`src/rtl/if_fetch_buf_pkg.sv`:
```
// Shared constants for the instruction-fetch stage: default bus widths and the
// sequential PC step.
package if_fetch_buf_pkg;

  localparam int ADDR_W_DEF = 32;
  localparam int INST_W_DEF = 32;
  localparam int PC_INC     = 4;

endpackage

```
`src/rtl/if_fetch_buf_fifo.sv`:
```
// Synchronous DEPTH-entry FIFO holding fetched {pc, inst} pairs; head is
// combinational from the read pointer, clear empties it in one edge.
module if_fetch_buf_fifo #(
  parameter  int W     = 64,
  parameter  int DEPTH = 4,
  localparam int PTR_W = $clog2(DEPTH),
  localparam int CNT_W = PTR_W + 1
) (
  input  logic             clk,
  input  logic             rst,
  input  logic             clear_i,
  input  logic             push_i,
  input  logic             pop_i,
  input  logic [W-1:0]     wdata_i,
  output logic [CNT_W-1:0] count_o,
  output logic [W-1:0]     head_o
);

  logic [W-1:0]     mem_q [DEPTH];
  logic [PTR_W-1:0] wr_ptr_q, wr_ptr_d;
  logic [PTR_W-1:0] rd_ptr_q, rd_ptr_d;
  logic [CNT_W-1:0] count_q, count_d;

  always_comb begin
    // NOTE: defaults first, so no path through this block leaves a signal unassigned (no latch).
    wr_ptr_d = wr_ptr_q;
    rd_ptr_d = rd_ptr_q;
    count_d  = count_q;
    if (clear_i) begin
      wr_ptr_d = '0;
      rd_ptr_d = '0;
      count_d  = '0;
    end else begin
      if (push_i) wr_ptr_d = wr_ptr_q + PTR_W'(1);
      if (pop_i)  rd_ptr_d = rd_ptr_q + PTR_W'(1);
      count_d = count_q + CNT_W'(push_i) - CNT_W'(pop_i);
    end
  end

  // NOTE: non-blocking assignments for all state, so every flop sees pre-edge values.
  always_ff @(posedge clk) begin
    if (!rst) begin
      wr_ptr_q <= '0;
      rd_ptr_q <= '0;
      count_q  <= '0;
    end else begin
      wr_ptr_q <= wr_ptr_d;
      rd_ptr_q <= rd_ptr_d;
      count_q  <= count_d;
    end
  end

  // NOTE: storage is deliberately not reset; count qualifies every read of it.
  always_ff @(posedge clk) begin
    if (push_i && !clear_i) mem_q[wr_ptr_q] <= wdata_i;
  end

  assign count_o = count_q;
  assign head_o  = mem_q[rd_ptr_q];

  assert property (@(posedge clk) disable iff (!rst)
    !(push_i && !pop_i && !clear_i && (count_q == CNT_W'(DEPTH))))
    else $error("if_fetch_buf_fifo: push while full");

endmodule

```
`src/rtl/if_fetch_buf.sv`:
```
// Instruction-fetch stage with prefetch queue, credit-based ROM issue and
// redirect flush. Define IF_BYPASS_EN to forward a ROM response straight to decode when the queue is empty.
module if_fetch_buf
  import if_fetch_buf_pkg::*;
#(
  parameter int                ADDR_W   = ADDR_W_DEF,
  parameter int                INST_W   = INST_W_DEF,
  parameter int                DEPTH    = 4,
  parameter logic [ADDR_W-1:0] RESET_PC = '0
) (
  input  logic              clk,
  input  logic              rst,
  output logic [ADDR_W-1:0] rom_addr_o,
  output logic              rom_ce_o,
  input  logic [INST_W-1:0] rom_data_i,
  output logic [ADDR_W-1:0] id_pc_o,
  output logic [INST_W-1:0] id_inst_o,
  output logic              id_valid_o,
  input  logic              id_ready_i,
  input  logic              redirect_i,
  input  logic [ADDR_W-1:0] redirect_pc_i
);

  localparam int CNT_W = $clog2(DEPTH) + 1;
  localparam int ENT_W = ADDR_W + INST_W;

  logic [ADDR_W-1:0] fetch_pc_q, fetch_pc_d;
  logic [ADDR_W-1:0] inflight_pc_q, inflight_pc_d;
  logic              inflight_q, inflight_d;
  logic [CNT_W-1:0]  fifo_count;
  logic [ENT_W-1:0]  fifo_head;
  logic              fifo_empty;
  logic              bypass_sel;
  logic              pop;
  logic              push;
  logic              fifo_pop;
  logic              issue;
  logic [CNT_W:0]    credit_used;
  logic              unused_redirect_lsbs;

  assign unused_redirect_lsbs = ^redirect_pc_i[1:0];
  assign fifo_empty           = (fifo_count == '0);

`ifdef IF_BYPASS_EN
  assign bypass_sel = fifo_empty & inflight_q;
`else
  assign bypass_sel = 1'b0;
`endif

  assign id_valid_o = rst & (~fifo_empty | bypass_sel);
  assign pop        = id_valid_o & id_ready_i & ~redirect_i;
  assign fifo_pop   = pop & ~fifo_empty;
  // A bypassed response that decode takes this cycle never enters the queue.
  assign push       = rst & inflight_q & ~redirect_i & ~(bypass_sel & pop);

  // Queued entries plus the outstanding request, less what leaves this cycle.
  assign credit_used = {1'b0, fifo_count} + (CNT_W+1)'(inflight_q) - (CNT_W+1)'(pop);
  assign issue       = rst & ~redirect_i & (credit_used < (CNT_W+1)'(DEPTH));

  assign rom_ce_o   = issue;
  assign rom_addr_o = rst ? fetch_pc_q : RESET_PC;

  always_comb begin
    id_pc_o   = '0;
    id_inst_o = '0;
    if (id_valid_o) begin
      if (bypass_sel) {id_pc_o, id_inst_o} = {inflight_pc_q, rom_data_i};
      else            {id_pc_o, id_inst_o} = fifo_head;
    end
  end

  always_comb begin
    fetch_pc_d    = fetch_pc_q;
    inflight_pc_d = inflight_pc_q;
    inflight_d    = issue;
    if (redirect_i) begin
      fetch_pc_d = {redirect_pc_i[ADDR_W-1:2], 2'b00};
    end else if (issue) begin
      fetch_pc_d    = fetch_pc_q + ADDR_W'(PC_INC);
      inflight_pc_d = fetch_pc_q;
    end
  end

  always_ff @(posedge clk) begin
    if (!rst) begin
      fetch_pc_q    <= RESET_PC;
      inflight_pc_q <= RESET_PC;
      inflight_q    <= 1'b0;
    end else begin
      fetch_pc_q    <= fetch_pc_d;
      inflight_pc_q <= inflight_pc_d;
      inflight_q    <= inflight_d;
    end
  end

  if_fetch_buf_fifo #(
    .W     (ENT_W),
    .DEPTH (DEPTH)
  ) u_fifo (
    .clk     (clk),
    .rst     (rst),
    .clear_i (~rst | redirect_i),
    .push_i  (push),
    .pop_i   (fifo_pop),
    .wdata_i ({inflight_pc_q, rom_data_i}),
    .count_o (fifo_count),
    .head_o  (fifo_head)
  );

endmodule

```
`config.mk`:
```
export PLATFORM = sky130hd
export DESIGN_NAME = if_fetch_buf
export DESIGN_NICKNAME = d
export VERILOG_FILES = /design/src/rtl/if_fetch_buf_pkg.sv /design/src/rtl/if_fetch_buf_fifo.sv /design/src/rtl/if_fetch_buf.sv
export SDC_FILE = /design/constraint.sdc
export NUM_CORES = 1
export LEC_CHECK = 0
export BUFFER_PORTS_ARGS = -buffer_cell sky130_fd_sc_hd__buf_2
export CAP_MARGIN = 10
export CORE_AREA = 2 2 205 127
export DETAILED_ROUTE_END_ITERATION = 8
export DIE_AREA = 0 0 207 129
export PLACE_DENSITY = 0.85
export RECOVER_POWER = 25
export SETUP_SLACK_MARGIN = 0.15
export SLEW_MARGIN = 10
export SYNTH_ARGS = -nofsm -noshare
export SYNTH_HDL_FRONTEND = slang
export SYNTH_HIERARCHICAL = 1
export SYNTH_SLANG_ARGS = --single-unit
export TNS_END_PERCENT = 50
```
`constraint.sdc`:
```
create_clock -name clk -period 5 [get_ports clk]
set_clock_uncertainty 0.15 [all_clocks]
set_input_delay 0.75 -clock clk [delete_from_list [all_inputs] [get_ports clk]]
set_output_delay 0.75 -clock clk [all_outputs]
set_load 0.1 [all_outputs]
```
## Word-level counts from Yosys, hierarchy flattened

Memories as Yosys holds them, arrays and structs flattened. A register that Yosys moved wholly into a read port is not among the register bits.
Cells that the tools add are included.

| operators by class | value |
|---|---|
| add/sub/neg operators | 7 |
| mux-type cells | 9 |
| bitwise gates (word level) | 12 |
| reduce and logical (&&, ||, !) cells | 7 |
| magnitude comparators | 1 |

Operators by type and width:

| cell | number |
|---|---|
| 2-to-1 mux 32 bit | 5 |
| adder 32 x 3 -> 32 bit, second input constant | 1 |
| bitwise AND 1 bit | 8 |
| adder 2 x 1 -> 2 bit, second input constant | 2 |
| adder 3 x 1 -> 4 bit | 1 |
| less-than comparator 4 x 3 -> 1 bit, second input constant | 1 |
| 2-to-1 mux 2 bit | 2 |
| OR reduction 2 bit | 2 |
| subtractor 4 x 1 -> 4 bit | 1 |
| adder 3 x 1 -> 3 bit | 1 |
| logical NOT 3 bit | 1 |
| inverter 1 bit | 3 |
| subtractor 3 x 1 -> 3 bit | 1 |
| 2-to-1 mux 1 bit | 2 |
| AND reduction 2 bit | 1 |
| nonzero test 2 bit | 1 |
| logical AND 1 bit | 1 |
| logical NOT 1 bit | 1 |
| OR 1 bit | 1 |

| storage, ports and cells | value |
|---|---|
| output and inout bits | 98 |
| register bits | 72 |
| memories kept | 1 |
| memory bits (writable) | 256 |
| input port bits | 68 |
| logic and storage cells | 44 |

Memories:

| name | depth | bits a word | read ports | clocked after memory_dff | write ports | line | source |
|---|---|---|---|---|---|---|---|
| u_fifo.mem_q | 4 | 64 | 1 | 1 | 1 | if_fetch_buf_fifo.sv:19 | `logic [W-1:0] mem_q [DEPTH];` |

## Longest topological paths before layout

| logic depth | value |
|---|---|
| depth after elaboration | 10 |
| gate-level depth with buffers | 15 |
| gate-level depth less buffers | 11 |

## Cells and area by module

The synthesis kept the hierarchy.

Modules (own cells, without submodules):

| module | instances | seq. area each (um2) | area an instance (um2) | cells each |
|---|---|---|---|---|
| if_fetch_buf_fifo | 1 | 7867.5 | 9756.9 | 379 |
| if_fetch_buf | 1 | 1221.2 | 3707.3 | 478 |

## Worst setup path after synthesis

No wires, ideal clock.

| timing path | value |
|---|---|
| path kind | input port to output port |
| start point | input port rst |
| end point | output port rom_ce_o |
| path slack | 0.769 ns |
| data required time | 4.100 ns |
| path buffers | 4 |
| arrival time | 3.331 ns |
| cell stages on the path | 13 |
| path through | buf_2 > nor2b_1 > buf_2 > o311a_1 > ha_1 > inv_1 > ha_1 > and3b_1 > clkbuf_1 > nor4_2 > o21ai_2 > inv_2 > buf_2 |

| between the ends | value |
|---|---|
| cells in the longest elaborated chain, start to end | 6 |
| elaborated cells on any way between the ends | 7 |
| classes of those cells | 1 x add/sub; 1 x order compare; 5 x bitwise |

Ends and longest elaborated chain:

| what | line | source |
|---|---|---|
| start: declaration | if_fetch_buf.sv:12 | `input logic rst,` |
| bitwise AND 1 bit | if_fetch_buf.sv:50 | `assign id_valid_o = rst & (~fifo_empty \| bypass_sel);` |
| bitwise AND 1 bit (2 in a row) | if_fetch_buf.sv:51 | `assign pop = id_valid_o & id_ready_i & ~redirect_i;` |
| subtractor 4 x 1 -> 4 bit | if_fetch_buf.sv:57 | `assign credit_used = {1'b0, fifo_count} + (CNT_W+1)'(inflight_q) - (CNT_W+1)'(pop);` |
| less-than comparator 4 x 3 -> 1 bit | if_fetch_buf.sv:58 | `assign issue = rst & ~redirect_i & (credit_used < (CNT_W+1)'(DEPTH));` |
| bitwise AND 1 bit (*) | if_fetch_buf.sv:58 |  |
| end: declaration | if_fetch_buf.sv:14 | `output logic rom_ce_o,` |

Every way passes the cells marked *; elsewhere a longest branch is shown, timed or not.

## Worst setup path in the final report

| timing path | value |
|---|---|
| start point | input port redirect_i |
| end point | output port rom_ce_o |

| between the ends | value |
|---|---|
| cells in the longest elaborated chain, start to end | 5 |
| elaborated cells on any way between the ends | 6 |
| classes of those cells | 1 x add/sub; 1 x order compare; 4 x bitwise |

Ends and longest elaborated chain:

| what | line | source |
|---|---|---|
| start: declaration | if_fetch_buf.sv:20 | `input logic redirect_i,` |
| inverter 1 bit (no line) (*) | n/a |  |
| bitwise AND 1 bit | if_fetch_buf.sv:51 |  |
| subtractor 4 x 1 -> 4 bit | if_fetch_buf.sv:57 |  |
| less-than comparator 4 x 3 -> 1 bit | if_fetch_buf.sv:58 |  |
| bitwise AND 1 bit (*) | if_fetch_buf.sv:58 |  |

Marks and branches as above.

==> impl_metrics.py <==
metrics = {
    "setup_path": {
        "critPathMostFrequentCell": "ha_1",
        "end_kind": "output pin",
        "required_ns": 4.10,
        "startpoint_type": "primary input",
        "path_delay_family": "compound AO/OA/AOI/OAI gates",
        "cpPeakStageDelay_ns": 0.50,
        "cp.arrival_ns": 3.19,
        "crit_buf_inv": 5,
        "path_cells": "buf_2 -> nor2b_1 -> buf_4 -> o311a_1 -> ha_1 -> inv_1 -> ha_1 -> and3b_1 -> o21a_1 -> o21ai_2 -> inv_2 -> buf_12",
        "crit_type": "in -> out",
        "crit_path_top_delay_cell": "o21a_1",
        "crit_fanout": 15,
    },
    "layout": {
        "final_nets": 1094,
        "drive_gt1_share_pct": 24.6,
        "fin_area_mm2": 0.0154,
        "final_core_util_pct": 62.2,
        "area_delta_synth_final_pct": 14.4,
        "stdcell_count": 1369,
    },
    "route": {
        "antenna_left": 0,
        "wirelength_um": 27000,
        "drtIter0Drc": 580,
        "drc": 0,
        "vias": 7718,
        "wire_per_inst_um": 19.7,
        "viasPerCell": 5.64,
        "firstDrtPassIters": 5,
    },
    "clock_tree": {
        "postCtsHoldBufs": 0,
        "cts_htree_levels": 1,
        "clk_pin_slew_ns": 0.06,
        "numCtsBuffers": 30,
        "clockRootBuffer": "clkbuf_16",
        "cts_resized": 0,
        "clock_latency_ns": 0.56,
        "cts_setup_buffers": 0,
        "cts_tree": "done",
        "clockBufferDepth": 3,
        "cts.sinks": 326,
    },
    "logic_synthesis": {
        "synth_seq_cells": 326,
        "yosysSeqAreaShare_pct": 67.5,
        "yosysWarnings": 6,
        "synth_top_cell_area_share_pct": 57.1,
        "post-synth-top-count-cell": "edfxtp_1",
        "synth_area_mm2": 0.0135,
        "ys_dominant_reg_cell": "edfxtp_1",
        "synth_edf_count": 256,
        "synth_cells": 857,
        "synth_commonest_cells": "edfxtp_1 (256), and2_1 (102), nand2_1 (79), dfxtp_1 (70), mux4_2 (60)",
        "ys_top_cells_by_area": "edfxtp_1 (57%), dfxtp_1 (10%), mux4_2 (10%), and2_1 (4.7%), nand2_1 (2.2%)",
        "synth.distinct_cells": 62,
        "ys_async_sr_fraction_pct": 0,
        "yosysTopAreaCell": "edfxtp_1",
        "synth.avg_cell_area_um2": 15.7,
    },
    "power": {
        "p_leak_nw": 5.30,
        "fin_total_pwr_mw": 5.33,
        "ir_drop_v": 0.000317,
        "power_density_mw_per_mm2": 346,
    },
    "outcome": {
        "outcome": "finished, final reports clean",
    },
    "sta": {
        "fmax_mhz": 244,
        "rsz0062_at_grt": "false",
        "finalMaxSlewViolations": 0,
        "relSlewSlack_pct": 31.9,
        "fin_hold_ws_ns": 0.288,
        "fin_ws_ns": 0.907,
        "finalCritPeriodShare_pct": 81.9,
        "fin_tns_setup_ns": 0,
        "min_period_ns": 4.09,
        "setup_viol": 0,
        "hold_viol": 0,
        "max_slew.worst_pin.slew_ns": 1.02,
    },
    "placement": {
        "dpl.cell_count": 1311,
        "dpl.hpwl_um": 17000,
        "pre_cts_slack_ns": 0.953,
        "placed_cell_area_mm2": 0.0145,
        "numPortBuffers": 161,
        "gp_congestion": 0.903,
    },
    "floorplanning": {
        "start_util_pct": 54.3,
        "design.portCount": 166,
        "rows": 45,
        "core_region_area_mm2": 0.0248,
        "die-area_mm2": 0.0267,
        "die-height_um": 129,
        "die-width_um": 207,
    },
    "global_routing": {
        "overflow": 0,
        "gr-usage-all-layers_pct": 20.6,
        "grt_pass1_wl_um": 42600,
        "grt_pass1_vias": 7505,
        "antenna_found_initial": 1,
        "grt_max_degree": 93,
    },
    "flow_run": {
        "cap_viol_max_count": 0,
    },
    "min_path": {
        "hold_class": "in -> reg",
    },
}
sequential cells by signal (all words and copies together), names as in the netlist, named ones only:
name             count
u_fifo/wr_ptr_q      2
u_fifo/rd_ptr_q      2
inflight_pc_q       30
inflight_q           1
u_fifo/count_o       3
u_fifo/mem_q       256
fetch_pc_q          30
per-layer routing:
layer | share of wire [%] | up-vias | GRT usage, %
li1 | - | 3561 | -
met1 | 44 | 3828 | 30.3
met2 | 46 | 291 | 32.3
met3 | 7.6 | 38 | 4.39
met4 | 1.7 | 0 | 4.41
met5 | 0 | - | 0
worst paths after layout:
check,startpoint,cells past startpoint,slack [ns],end
setup / recovery,redirect_i,12,0.91,rom_ce_o
hold / removal,rom_data_i[7],1,0.29,u_fifo/mem_q[2][7]$_DFFE_PP_
setup reg to reg,u_fifo/count_o[2]$_SDFF_PP0_,10,1.79,fetch_pc_q[20]$_SDFFE_PN0P_
hold reg to reg,inflight_pc_q[18]$_SDFFE_PN0P_,2,0.35,inflight_pc_q[18]$_SDFFE_PN0P_
power by group:
group / internal, mW / switching [mW] / leakage, nW
Combinational: 0.0639 / 0.183 / 2.01
Sequential: 2.94 / 0.0432 / 2.84
Clock: 1.16 / 0.941 / 0.448
Total: 4.16 / 1.17 / 5.30
cell families (layout without fill, tap and decap cells):
family,after synthesis,after routing,share of synthesized area [%]
AOI/OAI and AO/OA,124,124,6.28
adders and majority gates,11,11,1.08
muxes,66,66,11.0
DFF,326,326,67.5
buffers and inverters,69,242,2.90
xor gates and xnor gates,21,21,1.48
other,1,11,0.0279
and+or+nand+nor,239,239,9.77
placed cells by master (no fill, tap or decap), types with 8 or more instances in the layout:
| cell type | instances |
|---|---|
| clkinv_1 | 8 |
| nand2_1 | 79 |
| xor2_1 | 10 |
| xnor2_1 | 10 |
| a21boi_0 | 10 |
| clkbuf_16 | 30 |
| and3_1 | 8 |
| clkbuf_1 | 39 |
| buf_2 | 128 |
| mux4_2 | 60 |
| and2_1 | 98 |
| a21oi_1 | 19 |
| dfxtp_1 | 68 |
| o21ai_0 | 29 |
| inv_1 | 15 |
| nor2_1 | 12 |
| a21boi_1 | 23 |
| conb_1 | 10 |
| ha_1 | 10 |
| edfxtp_1 | 256 |
cell type report:
type,instances,area (µm²)
Clock inverter,19,133
Inverter,17,63.8
Timing Repair Buffer,169,886
Clock buffer,37,777
Multi-Input combinational cell,471,4030
Fill cell,1861,9370
Antenna cell,1,2.50
Tap cell,329,412
Sequential cell,326,9100
(Power assumes the default switching activity.)
